**src/rtl/axi_master_sram.sv**
```systemverilog
// ============================================================================
// Module      : axi_master_sram
// Description : Single-outstanding AXI master bridging pulse-request load/store
//               requests onto 64-bit AXI read and write channels.
//               Optional feature macro: AXI_MASTER_SRAM_ALIGN_EN (sub-word
//               alignment of address, strobe and data lanes).
// Revision    : 1.0 - initial release
// ============================================================================
`default_nettype none

module axi_master_sram (
    input  logic        CLK,
    input  logic        RESETN,
    input  logic        WREQ,
    input  logic [63:0] IN_WADDR,
    input  logic [63:0] IN_WDATA,
    input  logic [7:0]  IN_WMASK,
    input  logic        RREQ,
    input  logic [63:0] IN_RADDR,
    output logic [63:0] DATA_OUT,
    output logic [63:0] AW_ADDR,
    output logic        AW_VALID,
    input  logic        AW_READY,
    output logic [63:0] W_DATA,
    output logic [7:0]  W_STRB,
    output logic        W_VALID,
    input  logic        W_READY,
    input  logic        B_VALID,
    output logic        B_READY,
    output logic [63:0] AR_ADDR,
    output logic        AR_VALID,
    input  logic        AR_READY,
    input  logic [63:0] R_DATA,
    input  logic        R_VALID,
    output logic        R_READY
);

    typedef enum logic [2:0] {
        S_IDLE    = 3'd0,
        S_RD_AR   = 3'd1,
        S_RD_R    = 3'd2,
        S_WR_AW_W = 3'd3,
        S_WR_B    = 3'd4
    } state_t;

    state_t      r_state;
    logic [63:0] r_aw_addr;
    logic        r_aw_valid;
    logic [63:0] r_w_data;
    logic [7:0]  r_w_strb;
    logic        r_w_valid;
    logic        r_b_ready;
    logic [63:0] r_ar_addr;
    logic        r_ar_valid;
    logic        r_r_ready;
    logic [63:0] r_data_out;

    logic [63:0] w_wr_addr;
    logic [63:0] w_wr_data;
    logic [7:0]  w_wr_strb;
    logic [63:0] w_rd_addr;
    logic [63:0] w_rd_data;
    logic        w_r_fire;
    logic        w_aw_done;
    logic        w_w_done;

`ifdef AXI_MASTER_SRAM_ALIGN_EN
    // Byte offset of the outstanding read, needed to shift the returned beat.
    logic [2:0]  r_roff;

    assign w_wr_addr = {IN_WADDR[63:3], 3'b000};
    assign w_wr_data = IN_WDATA << {IN_WADDR[2:0], 3'b000};
    assign w_wr_strb = IN_WMASK << IN_WADDR[2:0];
    assign w_rd_addr = {IN_RADDR[63:3], 3'b000};
    assign w_rd_data = R_DATA >> {r_roff, 3'b000};

    always_ff @(posedge CLK or negedge RESETN) begin
        if (!RESETN) begin
            r_roff <= 3'd0;
        end else if (r_state == S_IDLE && !WREQ && RREQ) begin
            r_roff <= IN_RADDR[2:0];
        end
    end
`else
    assign w_wr_addr = IN_WADDR;
    assign w_wr_data = IN_WDATA;
    assign w_wr_strb = IN_WMASK;
    assign w_rd_addr = IN_RADDR;
    assign w_rd_data = R_DATA;
`endif

    assign w_r_fire  = r_r_ready & R_VALID;
    // A channel counts as done once its handshake has happened or happens now.
    assign w_aw_done = ~r_aw_valid | AW_READY;
    assign w_w_done  = ~r_w_valid  | W_READY;

    always_ff @(posedge CLK or negedge RESETN) begin
        if (!RESETN) begin
            r_state    <= S_IDLE;
            r_aw_addr  <= 64'd0;
            r_aw_valid <= 1'b0;
            r_w_data   <= 64'd0;
            r_w_strb   <= 8'd0;
            r_w_valid  <= 1'b0;
            r_b_ready  <= 1'b0;
            r_ar_addr  <= 64'd0;
            r_ar_valid <= 1'b0;
            r_r_ready  <= 1'b0;
            r_data_out <= 64'd0;
        end else begin
            case (r_state)
                S_IDLE: begin
                    if (WREQ) begin
                        r_aw_addr  <= w_wr_addr;
                        r_w_data   <= w_wr_data;
                        r_w_strb   <= w_wr_strb;
                        r_aw_valid <= 1'b1;
                        r_w_valid  <= 1'b1;
                        r_state    <= S_WR_AW_W;
                    end else if (RREQ) begin
                        r_ar_addr  <= w_rd_addr;
                        r_ar_valid <= 1'b1;
                        r_state    <= S_RD_AR;
                    end
                end
                S_RD_AR: begin
                    if (AR_READY) begin
                        r_ar_valid <= 1'b0;
                        r_r_ready  <= 1'b1;
                        r_state    <= S_RD_R;
                    end
                end
                S_RD_R: begin
                    if (w_r_fire) begin
                        r_data_out <= w_rd_data;
                        r_r_ready  <= 1'b0;
                        r_state    <= S_IDLE;
                    end
                end
                S_WR_AW_W: begin
                    if (AW_READY) begin
                        r_aw_valid <= 1'b0;
                    end
                    if (W_READY) begin
                        r_w_valid <= 1'b0;
                    end
                    if (w_aw_done && w_w_done) begin
                        r_b_ready <= 1'b1;
                        r_state   <= S_WR_B;
                    end
                end
                S_WR_B: begin
                    if (B_VALID) begin
                        r_b_ready <= 1'b0;
                        r_state   <= S_IDLE;
                    end
                end
                default: begin
                    r_state    <= S_IDLE;
                    r_aw_valid <= 1'b0;
                    r_w_valid  <= 1'b0;
                    r_b_ready  <= 1'b0;
                    r_ar_valid <= 1'b0;
                    r_r_ready  <= 1'b0;
                end
            endcase
        end
    end

    assign AW_ADDR  = r_aw_addr;
    assign AW_VALID = r_aw_valid;
    assign W_DATA   = r_w_data;
    assign W_STRB   = r_w_strb;
    assign W_VALID  = r_w_valid;
    assign B_READY  = r_b_ready;
    assign AR_ADDR  = r_ar_addr;
    assign AR_VALID = r_ar_valid;
    assign R_READY  = r_r_ready;
    // Read data bypasses the register during the handshake cycle.
    assign DATA_OUT = w_r_fire ? w_rd_data : r_data_out;

endmodule

`default_nettype wire

```
**config.mk**
```make
export PLATFORM = sky130hd
export DESIGN_NAME = axi_master_sram
export DESIGN_NICKNAME = d
export VERILOG_FILES = /design/src/rtl/axi_master_sram.sv
export SDC_FILE = /design/constraint.sdc
export NUM_CORES = 1
export LEC_CHECK = 0
export ABC_AREA = 1
export BUFFER_PORTS_ARGS = -buffer_cell sky130_fd_sc_hd__buf_4
export CORE_AREA = 2 2 212 214
export CTS_CLUSTER_SIZE = 25
export DETAILED_ROUTE_END_ITERATION = 16
export DIE_AREA = 0 0 214 216
export GPL_ROUTABILITY_DRIVEN = 0
export SLEW_MARGIN = 20
export SYNTH_ARGS = -nofsm -noshare
export SYNTH_HDL_FRONTEND = slang
export SYNTH_SLANG_ARGS = --single-unit
```
**constraint.sdc**
```tcl
create_clock -name CLK -period 1.7 [get_ports CLK]
set_input_delay 0.34 -clock CLK [delete_from_list [all_inputs] [get_ports CLK]]
set_output_delay 0.34 -clock CLK [all_outputs]
set_load 0.1 [all_outputs]
```
==> flow_summary.toml, run 1 <==
[final_layout]
seqCellArea_sq_um = 6810
multiInputGateArea_sq_um = 4400
nFillCells = 3902
syn_to_final_growth_pct = 85.8
drive_gt1_frac = 0.361
nNetsFinal = 2367
diodes = 0

[detailed_routing]
vias = 11822
wl_per_cell_um = 16.2
viasPerCell = 4.36
drtIter0Drc = 726
drc = 0
drt_first_pass_iters = 5
routed_wl_um = 44000
antenna_left = 0

[worst_setup_path]
worst-path-buf-inv = 3
endpoint_kind = "primary output"
critical_path.startpoint_type = "flop"
arrival_ns = 1.86
crit_type = "reg2out"
critical-path-max-stage-delay_ns = 0.51
crit_family = "flip-flops"
critPathMaxFanout = 11
crit_slowest_cell = "dfrtp_4"
required_ns = 1.36
worstPathCellList = "nand2_8, inv_16, clkbuf_16, o21ai_4, buf_12"

[clocking]
cts_tree = "done"
clkSlewWorstSetupHoldPaths_ns = 0.06
clk_latency_ns = 0.57
root_buffer = "clkbuf_16"
h-tree-depth = 1
clkSinkCount = 272
cts_made_buffers = 31
cts_buffer_depth = 3

[min_path]
hold_path.class = "in2reg"

[sta]
fin_crit_sh = 1.29
tns_ns = -28.85
setup_violations = 65
finalMaxSlewViolations = 0
clock_skew_ns = 0.0245
max-slew-margin-rel = 0.762
hold_viol = 0
fin_crit_ns = 2.20
tightest_slew_ns = 0.356
rsz0062_at_grt = "true"
fmax_ghz = 0.455
fin_ws_ns = -0.496

[place]
dp_hpwl_um = 29100
io_buffers = 541

[synth]
ys_seq_elements = 272
yosys_warnings = 0
synth_area_sq_um = 11400
syn_inst = 1351
syn_area_per_cell_sq_um = 8.47
synth_cell_types = 18
synth_top_area_share = 0.595
async_reset_ff_frac = 1.00
yosys-top-cells-area = "dfrtp_1 (60%), nand2_1 (16%), nand3_1 (6.4%)"
yosysSeqAreaShare = 0.595
syn-num-nets = 1624
yosysTopAreaCell = "dfrtp_1"
synthFlopType = "dfrtp_1"
synth-edff-count = 0

[floorplan]
fp.dieArea_sq_um = 46200
core_sq_um = 43800
die_height_um = 216
row_count = 77
die_w_um = 214
start_util = 0.261
num_io_pins = 542

[global_routing]
antenna_found_initial = 1
grt_pass1_vias = 12167
grtUsageTotal = 0.180
grt_max_degree = 139
grt_pass1_wl_um = 67400
grt_overflow = 0

[status]
status = "complete, but fails checks"
failed_checks = "negative setup slack"

[power_and_ir_drop]
p_leak_uw = 0.0116
finalPower_uw = 14900
power_density_nw_per_um2 = 699
peakVddDrop_uv = 704

[run]
max_cap_violations = 0
[cells by family after synthesis]
kind of cell	Yosys count	synth area share
buf+inv	229	0.0869
compound gates	196	0.0858
flops	272	0.595
simple gates	654	0.232
[final timing paths]
| path | start | endpoint | slack [ns] | depth (start not counted) |
|---|---|---|---|---|
| max | R_READY | DATA_OUT[51] | -0.50 | 5 |
| max reg2reg | r_state[1] | AW_ADDR[36] | 0.12 | 8 |
| min reg2reg | W_DATA[17] | W_DATA[17] | 0.47 | 2 |
| min in group asynchronous | RESETN | W_DATA[9] | 0.21 | 2 |
| max in group asynchronous | RESETN | W_VALID | 0.72 | 4 |
| min | IN_WADDR[18] | AW_ADDR[18] | 0.03 | 3 |
[where the power goes]
| part | total (uW) | leakage (uW) | switching (uW) | internal, uW |
|---|---|---|---|---|
| registers | 6470 | 0.00346 | 0 | 6470 |
| clock network | 7260 | 0.000545 | 2780 | 4480 |
| logic | 1120 | 0.00762 | 418 | 705 |
| total | 14900 | 0.0116 | 3200 | 11700 |
[layout by cell type, fill, tap and decap left out, types with 2 or more instances in the layout]
| cell | Yosys | layout |
|---|---|---|
| nand3_1 | 146 | 146 |
| clkinv_2 | 0 | 7 |
| nor2_1 | 8 | 8 |
| nand2_2 | 1 | 5 |
| nand2_1 | 496 | 490 |
| inv_1 | 138 | 137 |
| o21ai_0 | 90 | 26 |
| buf_6 | 6 | 4 |
| clkbuf_16 | 0 | 35 |
| clkinvlp_4 | 0 | 2 |
| o21ai_1 | 103 | 103 |
| buf_4 | 9 | 533 |
| buf_8 | 0 | 2 |
| clkbuf_8 | 0 | 5 |
| buf_16 | 0 | 5 |
| dfrtp_1 | 272 | 271 |
| clkinv_4 | 0 | 2 |
| dlygate4sd3_1 | 0 | 165 |
| bufinv_16 | 0 | 6 |
| clkbuf_1 | 27 | 5 |
| buf_12 | 0 | 83 |
| o21ai_4 | 0 | 64 |
| a21oi_1 | 3 | 3 |
| inv_6 | 0 | 2 |
| inv_2 | 4 | 3 |
[area by class of cell]
| cell class | count | area share |
|---|---|---|
| Inverter | 142 | 0.0259 |
| Sequential cell | 272 | 0.320 |
| Timing Repair inverter | 1 | 0.000412 |
| Tap cell | 592 | 0.0349 |
| Clock inverter | 17 | 0.0118 |
| Clock buffer | 41 | 0.0406 |
| Multi-Input combinational cell | 850 | 0.207 |
| Timing Repair Buffer | 796 | 0.359 |
[registers in the layout (all words and copies together), names as in the netlist, 3 cells and up]
| name | flops |
|---|---|
| W_DATA | 64 |
| W_STRB | 8 |
| r_state | 3 |
| r_data_out | 64 |
| AW_ADDR | 64 |
| AR_ADDR | 64 |
[synthesized netlist by cell type (3+ instances only)]
library cell and n:
o21ai_1 103, buf_6 6, inv_1 138, a21oi_1 3, o21ai_0 90, nand2_1 496, buf_4 9, nand3_1 146
clkbuf_1 27, inv_2 4, buf_2 44, dfrtp_1 272, nor2_1 8
[tightest hold or removal path: cells and delay by family]
| kind | cells | cell delay [ns] |
|---|---|---|
| simple gates | 2 | 0.14 |
| buf+inv | 1 | 0.08 |
[through the flow]
| step | cell area (sq um) | std cells | setup WS, ns | hold WS (ns) | util |
|---|---|---|---|---|---|
| 3_3_place_gp | 17400 | 2471 | -0.0535 | 0.210 | 0.396 |
| 5_1_grt | 21300 | 2711 | -0.567 | 0.0230 | 0.485 |
| 6_report | 21300 | 2711 | -0.496 | 0.0344 | 0.485 |
| 3_5_place_dp | 17400 | 2471 | -0.100 | 0.213 | 0.396 |
| 2_1_floorplan | 12300 | 1351 | -0.309 | 0.0444 | - |
| 4_1_cts | 21000 | 2698 | -0.527 | 0.000605 | 0.480 |
[routing by layer]
layer	global-route usage	part of all wire	up-vias
met1	0.210	0.39	5549
met4	0.0781	0.040	2
li1	-	-	5740
met3	0.0381	0.059	114
met5	0	0.00027	-
met2	0.318	0.51	417
[what timing repair did]
item,in CTS,in global routing
hold endpoints to repair,325,0
hold buffers,165,0
gates cloned,1,5
endpoints found under the setup margin,65,139
pin swaps,5,4
buffers inserted,3,8
resized for setup,206,8
(Power assumes the default switching activity.)
==> inputs of run 2 (changes only) <==
--- a/config.mk
+++ b/config.mk
@@ -12,6 +12,7 @@
 export DETAILED_ROUTE_END_ITERATION = 16
 export DIE_AREA = 0 0 214 216
 export GPL_ROUTABILITY_DRIVEN = 0
+export RECOVER_POWER = 100
 export SLEW_MARGIN = 20
 export SYNTH_ARGS = -nofsm -noshare
 export SYNTH_HDL_FRONTEND = slang
==> run 2 against run 1 <==
Effect of this change:
- the run still ends with negative setup slack left
- combinational power about the same
- first-iteration DRC count grew 7.9%
- clock skew down 0.0033 ns
- die area is the same
- critical endpoint unchanged
- largest power group unchanged
==> flow_summary.toml, run 2 (synthesis gave the netlist of run 1 again) <==
[worst_setup_path]
worst-path-buf-inv = 3
crit_slowest_cell = "dfrtp_4"
critical_path.startpoint_type = "flop"
crit_type = "reg2out"
critPathMaxFanout = 11
rrSetupSlack_ns = -0.04
worstPathCellList = "nand2_8, inv_16, clkbuf_16, o21ai_4, buf_12"
critical-path-max-stage-delay_ns = 0.51
required_ns = 1.36
arrival_ns = 1.86
endpoint_kind = "primary output"
crit_family = "flip-flops"

[sta]
fin_crit_sh = 1.29
finalMaxSlewViolations = 0
tightest_slew_ns = 0.720
tns_ns = -30.35
max-slew-margin-rel = 0.520
fin_ws_ns = -0.499
setup_violations = 123
fmax_ghz = 0.455
fin_crit_ns = 2.20
rsz0062_at_grt = "true"
clock_skew_ns = 0.0211
hold_viol = 0

[final_layout]
diodes = 0
final_cell_mix = "nand2_1 (490), buf_4 (334), dfrtp_1 (271)"
syn_to_final_growth_pct = 84.8
nNetsFinal = 2367
multiInputGateArea_sq_um = 4390
mostFrequentLayoutCell = "nand2_1"
nFillCells = 3921
final-instance-count-excl-fill = 2711
seqCellArea_sq_um = 6810
drive_gt1_frac = 0.359

[floorplan]
start_util = 0.261
core_sq_um = 43800
num_io_pins = 542
fp.dieArea_sq_um = 46200
die_w_um = 214
die_height_um = 216
row_count = 77

[detailed_routing]
viasPerCell = 4.36
drt_first_pass_iters = 5
vias = 11814
routed_wl_um = 43700
wl_per_cell_um = 16.1
drtIter0Drc = 783
drc = 0
antenna_left = 0

[global_routing]
grt_overflow = 0
antenna_found_initial = 1
grtUsageTotal = 0.180
grt_pass1_vias = 12167
grt_max_degree = 139
grt_pass1_wl_um = 67400

[power_and_ir_drop]
finalPower_uw = 14800
peakVddDrop_uv = 709
p_leak_uw = 0.0115
power_density_nw_per_um2 = 702

[min_path]
hold_path.class = "in2reg"

[run]
max_cap_violations = 0

[status]
status = "complete, but fails checks"
failed_checks = "negative setup slack"

[place]
dp_slack_ns = -0.100
io_buffers = 541
dp_cells = 2471
dp_hpwl_um = 29100

[clocking]
clkSlewWorstSetupHoldPaths_ns = 0.06
clk_latency_ns = 0.57
root_buffer = "clkbuf_16"
cts_made_buffers = 31
clkSinkCount = 272
cts_buffer_depth = 3
h-tree-depth = 1
cts_tree = "done"
run 2: cell count changes in the layout (fill, tap and decap cells not counted), moves of 2 or more:
cell / change
inv_2: -2
buf_12: -2
clkbuf_4: +196
clkbuf_1: +2
clkbuf_2: +3
buf_4: -199
buf_16: -2
inv_1: +2
clkbuf_16: -2
run 2: worst paths after layout:
| kind | from | end | cells past startpoint |
|---|---|---|---|
| hold reg to reg | W_DATA[31] | W_DATA[31] | 2 |
| max in group asynchronous | RESETN | AW_ADDR[3] | 4 |
| setup reg to reg | r_state[1] | AR_ADDR[11] | 8 |
| min in group asynchronous | RESETN | W_DATA[3] | 2 |
| setup / recovery | R_READY | DATA_OUT[51] | 5 |
| hold / removal | IN_WADDR[18] | AW_ADDR[18] | 3 |
run 2: area by class of cell:
| type | count | area share |
|---|---|---|
| inverters | 142 | 0.0260 |
| flip-flops and latches | 272 | 0.322 |
| clock buffers | 41 | 0.0408 |
| repair buffers | 796 | 0.356 |
| repair inverters | 1 | 0.000414 |
| well taps | 592 | 0.0350 |
| clock inverters | 17 | 0.0119 |
| multi-input cells | 850 | 0.208 |
run 2: routing by layer:
layer / up-vias / wire length, um / GRT usage
met3: 113 / 2540 / 0.0381
li1: 5737 / - / -
met1: 5547 / 17200 / 0.210
met2: 415 / 22300 / 0.318
met4: 2 / 1690 / 0.0781
met5: - / 12 / 0
run 2: timing repair:
item,4_1_cts,5_1_grt
gates resized for setup,206,8
hold endpoints to repair,325,0
setup buffers,3,8
gates cloned,1,5
hold buffers,165,0
setup endpoints to repair,65,139
pin swaps,5,4
run 2: worst min-delay path, stage by stage:
cell and delay, ns:
buf_4 0.08, nand3_1 0.07, nand2_1 0.07
run 2: power breakdown:
group	switching (uW)	leakage, uW	total (uW)	internal, uW
clock network	2780	0.000545	7250	4480
registers	0	0.00346	6470	6470
logic	415	0.00745	1110	694
total	3190	0.0115	14800	11600
run 2: metrics by stage:
step            util  area (sq um)  hold WS [ns]
2_1_floorplan      -         12300        0.0444
3_3_place_gp   0.396         17400         0.210
3_5_place_dp   0.396         17400         0.213
4_1_cts        0.480         21000      0.000605
5_1_grt        0.482         21100        0.0230
6_report       0.482         21100        0.0343
==> inputs of run 3 (changes only) <==
--- a/config.mk
+++ b/config.mk
@@ -12,6 +12,8 @@
 export DETAILED_ROUTE_END_ITERATION = 16
 export DIE_AREA = 0 0 214 216
 export GPL_ROUTABILITY_DRIVEN = 0
+export GPL_TIMING_DRIVEN = 0
+export PLACE_DENSITY = 0.54
 export RECOVER_POWER = 100
 export SLEW_MARGIN = 20
 export SYNTH_ARGS = -nofsm -noshare
==> run 3 against run 2 <==
Effect of this change:
- the flow still finishes with violations (negative setup slack)
- utilization decreased by 3.0 points
- cell area shrank 6.2%
- combinational power decreased by 33%
- clock power up 9.0%
- global-route usage rose by 0.59 points
- power increased by 1.9%
- count of clock-buffer cells in the layout grew 15
- critical path type unchanged
- critical endpoint is now DATA_OUT[17]
==> flow_summary.toml, run 3 (synthesis gave the netlist of run 1 again) <==
[status]
status = "complete, but fails checks"
failed_checks = "negative setup slack"

[power_and_ir_drop]
internal_power_uw = 11900
pwr-share-comb = 0.050
peakVddDrop_uv = 671
clockPowerShare = 0.522
pwr-share-seq = 0.428
p_leak_uw = 0.0110
switchingPower_uw = 3240
p_sw_frac = 0.214
power_density_nw_per_um2 = 763

[worst_setup_path]
critical_path.startpoint_type = "flop"
critPathMaxFanout = 9
required_ns = 1.36
arrival_ns = 1.91
endpoint_kind = "primary output"
crit_type = "reg2out"

[floorplan]
core_sq_um = 43800
fp.dieArea_sq_um = 46200
die_height_um = 216
row_count = 77
start_util = 0.261
die_w_um = 214
num_io_pins = 542

[place]
postPlaceCellArea_sq_um = 17200
dp_hpwl_um = 32800
io_buffers = 541

[final_layout]
seqCellArea_sq_um = 6810
final_cell_mix = "nand2_1 (483), buf_4 (316), dfrtp_1 (271)"
drive_gt1_frac = 0.397
syn_to_final_growth_pct = 73.3
nNetsFinal = 2244
multiInputGateArea_sq_um = 4440
mostFrequentLayoutCell = "nand2_1"
final_cell_area_sq_um = 19800
nFillCells = 4205
diodes = 0
final_util = 0.452

[global_routing]
grt_overflow = 0
grt_max_degree = 92
grt_pass1_wl_um = 67900
grtUsageTotal = 0.186
antenna_found_initial = 1
grt_pass1_vias = 11572

[detailed_routing]
drtIter0Drc = 585
routed_wl_um = 43500
drt_first_pass_iters = 5
drc = 0
wl_per_cell_um = 16.8
viasPerCell = 4.36
antenna_left = 0
vias = 11286

[min_path]
hold_path.class = "in2reg"

[sta]
fin_crit_sh = 1.32
fin_crit_ns = 2.25
finalMaxSlewViolations = 0
setup_violations = 248
clock_skew_ns = 0.0135
hold_viol = 0
max-slew-margin-rel = 0.492
tightest_slew_ns = 0.761
rsz0062_at_grt = "true"
fmax_ghz = 0.444
fin_ws_ns = -0.551

[clocking]
cts_tree = "done"
clk_latency_ns = 0.53
clkSlewWorstSetupHoldPaths_ns = 0.06
cts_buffer_depth = 3
cts_made_buffers = 35
clkSinkCount = 272
h-tree-depth = 2
root_buffer = "clkbuf_16"

[run]
max_cap_violations = 0
-- run 3: timing repair --
item	CTS	global route
hold buffers	2	0
pin swaps	12	10
setup endpoints to repair	97	279
endpoints found under the hold margin	47	0
gates resized for setup	244	43
buffers inserted	13	16
gates cloned	6	2
-- run 3: path summary, 6_finish.rpt --
path	startpoint	end	slack [ns]	depth (start not counted)
max in group asynchronous	RESETN	AW_ADDR[1]	0.15	3
worst min register to register	W_DATA[2]	W_DATA[2]	0.47	2
min in group asynchronous	RESETN	AW_ADDR[30]	0.44	2
worst max register to register	r_state[2]	AW_ADDR[32]	-0.16	8
worst min-delay path	IN_WDATA[42]	W_DATA[42]	0.04	3
worst max-delay path	R_READY	DATA_OUT[17]	-0.55	6
-- run 3: stage by stage --
step	setup TNS, ns	hold slack [ns]	setup slack, ns	power [uW]	std cells
after floorplan	-29.20	0.0444	-0.309	6670	1351
after global placement	-630.10	0.456	-2.76	7330	2484
after detailed placement	-17.51	0.295	-0.330	7360	2487
after CTS	-36.05	0.000168	-0.616	15400	2571
after global routing	-91.27	0.0142	-0.612	15700	2589
final	-46.53	0.0384	-0.551	15100	2589
-- run 3: critical path, cell delays in order, from the launching register on --
cell	delay (ns)
dfrtp_4	0.50
nand2_4	0.10
inv_6	0.05
buf_12	0.15
clkbuf_16	0.17
o21ai_4	0.19
buf_12	0.20
-- run 3: final cells by class --
class / count / area share
clock buffer: 56 / 0.0569
timing repair buffer: 583 / 0.269
inverter: 142 / 0.0271
multi-input combinational: 850 / 0.224
sequential: 272 / 0.344
tap: 592 / 0.0374
clock inverter: 7 / 0.00568
buffer: 87 / 0.0366
-- run 3: routing by layer --
layer | track usage | wire [um] | up-vias
met1 | 0.225 | 17400 | 5345
li1 | - | - | 5481
met2 | 0.315 | 21600 | 383
met4 | 0.0657 | 1260 | 2
met3 | 0.0537 | 3130 | 75
met5 | 0 | 16 | -
-- run 3: power by group through the flow --
stage,logic (uW),registers (uW),clock network (uW)
after floorplan,75.2,6590,0
after global placement,734,6590,0
after detailed placement,763,6590,0
after CTS,776,6470,8170
after global routing,827,6470,8390
final,749,6480,7900
